<file path="src/rtl/gayle_irq_regs.sv">
// Gayle-compatible IDE interrupt, interrupt-enable and ID register block.
// Serves $DA8/$DA9/$DAA/$DE1 cycles with DTACK and drives INT2 toward the CPU.
module gayle_irq_regs #(
  parameter logic [7:0] GAYLE_ID = 8'hD0,
  parameter int         ACK_DLY  = 2
) (
  input  logic        CLK,
  input  logic        RESET,
  input  logic        AS,
  input  logic        RW,
  input  logic [23:0] A,
  input  logic [7:0]  DIN,
  input  logic        INTRQ,
  output logic [7:0]  DOUT,
  output logic        DOE,
  output logic        DTACK,
  output logic        INT2,
  output logic        ACCESS
);

  typedef enum logic [1:0] {
    IDLE,
    WAIT,
    ACK,
    HOLD
  } state_t;

  localparam logic [7:0] CNT_LAST =
    (ACK_DLY > 1) ? 8'(ACK_DLY - 2) : 8'd0;
  localparam bit FAST_ACK = (ACK_DLY <= 1);

  state_t      state_q;
  logic [7:0]  cnt_q;
  logic        dtack_q;
  logic        as_m_q, as_s_q;
  logic        armed_q;
  logic        irq_m_q, irq_s_q, irq_d_q;
  logic        intreq_q, intreq_d;
  logic [7:0]  intena_q, intena_d;
  logic [2:0]  id_q, id_d;
  logic [7:0]  dout_q, dout_d;
  logic        int2_q;

  logic [11:0] page;
  logic        sel_st, sel_rq, sel_en, sel_id, hit;
  logic        start, go_ack, wr, rd, irq_rise;
  logic [7:0]  rd_data;
  logic        unused_a;

  assign page   = A[23:12];
  assign sel_st = (page == 12'hDA8);
  assign sel_rq = (page == 12'hDA9);
  assign sel_en = (page == 12'hDAA);
  assign sel_id = (page == 12'hDE1);
  assign hit    = sel_st | sel_rq | sel_en | sel_id;
  assign unused_a = ^A[11:0];

  // armed_q blocks a cycle left over from reset until AS is seen high
  assign start    = armed_q & ~as_s_q & hit;
  assign irq_rise = irq_s_q & ~irq_d_q;

  always_comb begin
    go_ack = 1'b0;
    unique case (state_q)
      IDLE:    go_ack = FAST_ACK & start;
      WAIT:    go_ack = ~as_s_q & (cnt_q == CNT_LAST);
      default: go_ack = 1'b0;
    endcase
  end

  assign wr = go_ack & ~RW;
  assign rd = go_ack & RW;

  always_comb begin
    rd_data = 8'h00;
    unique case (1'b1)
      sel_st:  rd_data = {irq_s_q, 7'b0};
      sel_rq:  rd_data = {intreq_q, 7'b0};
      sel_en:  rd_data = intena_q;
      sel_id:  rd_data = {GAYLE_ID[3'd7 - id_q], 7'b0};
      default: rd_data = 8'h00;
    endcase
  end

  always_comb begin
    intreq_d = intreq_q;
    intena_d = intena_q;
    id_d     = id_q;
    dout_d   = dout_q;
    if (wr && sel_rq) intreq_d = intreq_q & DIN[7];
    // a rising INTRQ beats a simultaneous clear
    if (irq_rise) intreq_d = 1'b1;
    if (wr && sel_en) intena_d = DIN;
    if (wr && sel_id) id_d = 3'd0;
    if (rd && sel_id) id_d = id_q + 3'd1;
    if (go_ack) dout_d = rd_data;
  end

  always_ff @(posedge CLK or posedge RESET) begin
    if (RESET) begin
      as_m_q   <= 1'b0;
      as_s_q   <= 1'b0;
      armed_q  <= 1'b0;
      irq_m_q  <= 1'b0;
      irq_s_q  <= 1'b0;
      irq_d_q  <= 1'b0;
      intreq_q <= 1'b0;
      intena_q <= 8'h00;
      id_q     <= 3'd0;
      dout_q   <= 8'h00;
      int2_q   <= 1'b1;
    end else begin
      as_m_q   <= AS;
      as_s_q   <= as_m_q;
      armed_q  <= armed_q | as_s_q;
      irq_m_q  <= INTRQ;
      irq_s_q  <= irq_m_q;
      irq_d_q  <= irq_s_q;
      intreq_q <= intreq_d;
      intena_q <= intena_d;
      id_q     <= id_d;
      dout_q   <= dout_d;
      int2_q   <= ~(intreq_q & intena_q[7]);
    end
  end

  always_ff @(posedge CLK or posedge RESET) begin
    if (RESET) begin
      state_q <= IDLE;
      cnt_q   <= 8'd0;
      dtack_q <= 1'b1;
    end else begin
      unique case (state_q)
        IDLE: begin
          if (start) begin
            cnt_q   <= 8'd0;
            state_q <= go_ack ? ACK : WAIT;
            if (go_ack) dtack_q <= 1'b0;
          end
        end
        WAIT: begin
          if (as_s_q) begin
            state_q <= IDLE;
          end else if (go_ack) begin
            state_q <= ACK;
            dtack_q <= 1'b0;
          end else begin
            cnt_q <= cnt_q + 8'd1;
          end
        end
        ACK: state_q <= HOLD;
        HOLD: begin
          if (as_s_q) begin
            state_q <= IDLE;
            dtack_q <= 1'b1;
          end
        end
        default: state_q <= IDLE;
      endcase
    end
  end

  assign DOUT   = dout_q;
  assign DTACK  = dtack_q | AS;
  assign DOE    = RW & ~AS & (state_q != IDLE);
  assign INT2   = int2_q;
  assign ACCESS = ~hit;

endmodule

</file>
<file path="config.mk">
export PLATFORM = sky130hd
export DESIGN_NAME = gayle_irq_regs
export DESIGN_NICKNAME = d
export VERILOG_FILES = /design/src/rtl/gayle_irq_regs.sv
export SDC_FILE = /design/constraint.sdc
export NUM_CORES = 1
export LEC_CHECK = 0
export CORE_MARGIN = 2
export CORE_UTILIZATION = 35
export CTS_BUF_LIST = sky130_fd_sc_hd__clkbuf_16
export CTS_CLUSTER_SIZE = 8
export DETAILED_ROUTE_END_ITERATION = 8
export PLACE_DENSITY_LB_ADDON = 0.3
export SETUP_SLACK_MARGIN = 0.4
export SYNTH_ARGS = -nofsm -noshare
export SYNTH_HDL_FRONTEND = slang
export SYNTH_SLANG_ARGS = --single-unit
export TNS_END_PERCENT = 10
</file>
<file path="constraint.sdc">
create_clock -name CLK -period 5.86 [get_ports CLK]
set_input_delay 1.465 -clock CLK [delete_from_list [all_inputs] [get_ports CLK]]
set_output_delay 1.465 -clock CLK [all_outputs]
set_load 0.02 [all_outputs]
</file>
Yosys cells after proc, flatten, opt, wreduce, memory -nomap -nowiden --
Memory sizes are Yosys's and may differ from the RTL's. Index checks and enable logic that the tools add are counted.
Cells by class: reduce and logical (&&, ||, !) cells 14, multiply operators 0, bitwise operators 21, $add $sub $neg 3, muxes and demuxes 22, equal/unequal tests 12, divide/modulo/power cells 0, shift-type cells 0, magnitude comparators 1
Operators with widths (number):
- 12-bit equality test (second input constant) | 4
- 8-bit case mux with 4 select lines | 1
- 8-bit 2-to-1 mux | 3
- 8-bit case mux with 2 select lines | 1
- 1-bit AND | 10
- 2-bit 2-to-1 mux | 5
- 8-bit by 1-bit adder with 8-bit output (second input constant) | 1
- 8-bit logical NOT | 1
- 1-bit 2-to-1 mux | 8
- 2-bit != test (second input constant) | 4
- 2-bit case mux with 4 select lines | 1
- 4-bit AND reduction | 2
- 2-bit nonzero test | 4
- 3-bit 2-to-1 mux | 2
- 1-bit NOT | 6
- 1-bit bitwise OR | 5
- 2-bit equality test (second input constant) | 2
- 1-bit logical AND | 4
- 3-bit by 4-bit < comparator with 1-bit output (second input constant) | 1
- 3-bit by 1-bit adder with 3-bit output (second input constant) | 1
- 3-bit != test (second input constant) | 1
- 1-bit case mux with 3 select lines | 1
- 3-bit AND reduction | 1
- 3-bit nonzero test | 1
- other kinds (3) | 3
Word-level totals: bits of input ports 37, ROM bits 8, memory bits (writable) 0, memories 1, flip-flop bits (word level) 38, output and inout bits 12, bits in latches 0, logic and storage cells 88
Memory list:
- (no name shown) | words 8, bits a word 1, rd ports 1, clocked after memory_dff 0, wr ports 0, line 80 | sel_id: rd_data = {GAYLE_ID[3'd7 - id_q], 7'b0};

Depth between registers and ports, before layout --
depth after elaboration 7, gate-level depth with buffers 7, mapped depth without buffers 6

Worst setup path after synthesis --
Ideal clock, no wire load.
path type input-to-output, start input port A[16], end output port ACCESS, path buffers 0, data required time 4395 ps, stages on the path 3, arrival 2286 ps, path slack 2109 ps, path through and4bb_2 > nand2_1 > or2_2
On the way: longest elaborated chain between the ends 5
RTL lines:
- start: declaration | line 11 | input logic [23:0] A,
- 12-bit equality test, on equally long branches | line 51, 52
- 1-bit bitwise OR (2 in a row) | line 55 | assign hit = sel_st | sel_rq | sel_en | sel_id;
- 1-bit bitwise OR * | line 55
- 1-bit NOT * | line 167 | assign ACCESS = ~hit;
- end: declaration | line 18 | output logic ACCESS
Mark *: on every way between the ends. The rest lies on a longest branch, timed or not.

Worst setup path after layout --
start input port A[13], end output port ACCESS
Same word-level chain as after synthesis.

==> impl_metrics.csv <==
group,metric,value,unit
setup_path,cpMostUsedCell,"clkdlybuf4s50_1",
cells_and_area,nets,244,
placed_design,dpl.hpwl,2.58,mm
setup_path,cp_slowest_cell,"clkdlybuf4s50_1",
cells_and_area,ff_latch_area,953,um2
timing,finalSetupTns,0,ns
timing,fin_crit,4.94,ns
detailed_routing,wl_per_cell,13.3,um
setup_path,cp_data_required_time,4.39,ns
die,die_x,77.2,um
setup_path,start_kind,"input port",
logic_synthesis,avgSynthCellArea,11.4,um2
cts,cts-htree-levels,2,
power_and_ir_drop,finalPower,546,uW
setup_path,path_max_fanout,6,
cts,cts_tree,"built",
power_and_ir_drop,combPwrFrac,0.065,
cts,cts-root-buf,"clkbuf_16",
logic_synthesis,ys_async_sr_fraction,1.00,
timing,clock_skew,0.00418,ns
cts,clk-insertion-delay-late,0.27,ns
die,coreArea,5140,um2
setup_path,crit_arrival,3.47,ns
detailed_routing,viasPerCell,5.00,
placed_design,place_area,2310,um2
detailed_routing,antenna_left,0,
die,rows,26,
grt,grt_pass1_vias,1283,
cts,cts_buffers,5,
setup_path,cp_top_family,"buffers and inverters",
setup_path,worstPathCellList,"clkdlybuf4s50_1 > and4bb_2 > a21oi_1 > or2_2 > clkdlybuf4s50_1",
run_status,status,"complete, no violations",
die,start_util,0.365,
power_and_ir_drop,power.leakage,1.06,nW
cells_and_area,multi_input_area,863,um2
cells_and_area,diodes,0,
logic_synthesis,synth_edf_count,0,
cts,cts_hold_buf,0,
timing,setup_viol,0,
cells_and_area,final_area,2450,um2
grt,grt_max_degree,39,
power_and_ir_drop,peakVddDrop,136,uV
timing,finalHoldViolCount,0,
logic_synthesis,synth_nets,205,
placed_design,gp_congestion,0.772,
placed_design,port-buffer-count,36,
cells_and_area,fillers,493,
cells_and_area,syn2layout_area_growth,30.3,%
setup_path,critical_path_class,"in2out",
power_and_ir_drop,powerDensity,223,nW/um2
timing,fmax,0.203,GHz
hold_path,min_path_type,"reg2reg",
grt,track_usage,0.128,
grt,antenna_found_initial,0,
cts,clkSlewWorstSetupHoldPaths,0.05,ns
power_and_ir_drop,power_frac_clock,0.445,
setup_path,cp-end-kind,"output port",
cells_and_area,layout_common_cells,"dfrtp_1, clkdlybuf4s50_1, nand2_1, mux2_2, inv_1",
cts,clock_sinks,38,
detailed_routing,drt_iter0_drc,54,
timing,relSlewSlack,0.522,
logic_synthesis,ys_ff_latch,38,
detailed_routing,postRouteWirelength,3.63,mm
logic_synthesis,yosysWarnings,0,
logic_synthesis,synth_area,1880,um2
run,drv_cap,0,
timing,finalCritPeriodShare,0.842,
cells_and_area,drive_gt1_frac,0.167,
detailed_routing,firstDrtPassIters,4,
timing,rsz0062_at_grt,"no",
power_and_ir_drop,swShare,0.199,
power_and_ir_drop,seqPwrFrac,0.490,
setup_path,cpPeakStageDelay,0.60,ns
timing,worst_pin_slew,0.712,ns
power_and_ir_drop,p_sw,109,uW
detailed_routing,route.detailed.drc,0,
die,die_y,77.2,um
logic_synthesis,synth.area.top_cells,"dfrtp_1, mux2_2, a22o_1, dfstp_2, ha_1",
grt,overflow,0,
cts,clk_path_buf_depth,2,
timing,whs,0.349,ns
logic_synthesis,synth_cells,164,
logic_synthesis,synth_top_cell_by_area,"dfrtp_1",
logic_synthesis,yosys.cell_types.count,41,
logic_synthesis,synth_seq_area_share,0.508,
die,pin_count,49,
power_and_ir_drop,intPower,437,uW
cts,cts_resized,0,
die,die_area,5960,um2
logic_synthesis,synth.top_cell.area_share,0.480,
detailed_routing,dr_total_vias,1366,
timing,slew_viol_final,0,
cts,post-cts-setup-buffers,0,
logic_synthesis,synth_flop_cell,"dfrtp_1",
grt,grt_pass1_wl,6.13,mm
setup_path,cp_num_buf_inv,2,
state kept, by name, summed over array words and instances, names as in the netlist:
name and flops:
DOUT 8, cnt_q 8, intena_q 8, id_q 3, state_q 2, INT2 1, armed_q 1, as_m_q 1
as_s_q 1, dtack_q 1, intreq_q 1, irq_d_q 1, irq_m_q 1, irq_s_q 1
cells in the mapped netlist (all sizes together), types with 2 or more instances:
master,instances
nor4,5
ha,4
nand2,13
and4bb,2
a22oi,3
or2,4
o21ai,5
a31oi,2
nand3,4
mux2i,5
mux2,13
a22o,8
and3,2
inv,11
a21oi,2
dfstp,2
a32o,4
nand4,2
nor2b,2
nand3b,3
nor3,3
dfrtp,36
nor2,8
o31ai,2
clkbuf,5
or3,2
power by group through the flow:
stage	clock network (mW)	registers [mW]	logic [mW]
4_1_cts	0.252	0.267	0.0359
6_report	0.243	0.268	0.0353
3_5_place_dp	0	0.272	0.0358
2_1_floorplan	0	0.271	0.0150
5_1_grt	0.266	0.267	0.0393
3_3_place_gp	0	0.272	0.0355
cell families after synthesis:
kind of cell	share of synthesized area
fa+ha+maj	0.0267
buf+inv	0.0320
flops	0.508
compound gates	0.131
simple gates	0.197
mux	0.105
routing by layer:
| layer | routed length, um | vias up | GRT usage |
|---|---|---|---|
| met4 | 35 | 0 | 0.0375 |
| met5 | 0 | - | 0 |
| met3 | 173 | 4 | 0.0400 |
| met1 | 1800 | 651 | 0.178 |
| li1 | - | 679 | - |
| met2 | 1620 | 32 | 0.192 |
metrics by stage:
step / cells / utilization / worst slack [ns]
after detailed placement: 266 / 0.450 / 0.976
after global placement: 266 / 0.450 / 0.969
after floorplan: 164 / - / 2.11
after global routing: 273 / 0.476 / 0.805
after CTS: 273 / 0.476 / 0.965
final: 273 / 0.476 / 0.924
worst paths after layout:
check                           slack, ns          end  depth (start not counted)     start
worst max-delay path                 0.92       ACCESS                          5     A[13]
worst min-delay path                 0.35      irq_s_q                          0   irq_m_q
worst max register to register       3.48  intena_q[0]                          6  cnt_q[0]
worst min register to register       0.35      irq_s_q                          0   irq_m_q
max in group asynchronous            3.90      dtack_q                          3     RESET
min in group asynchronous            1.61     cnt_q[6]                          3     RESET
worst reg2reg max path, cell delays in order, from the launching register on:
cell     delay, ns
dfrtp_1       0.44
inv_1         0.08
ha_1          0.14
nor3b_2       0.39
nand4_4       0.29
nor4_4        0.52
mux2_2        0.40
layout make-up:
type	instances	area share
clock buffers	5	0.0512
multi-input cells	110	0.353
repair buffers	37	0.150
inverters	11	0.0169
well taps	70	0.0358
clock inverters	2	0.00307
flip-flops and latches	38	0.390
Power figures use the tool's default switching activity.
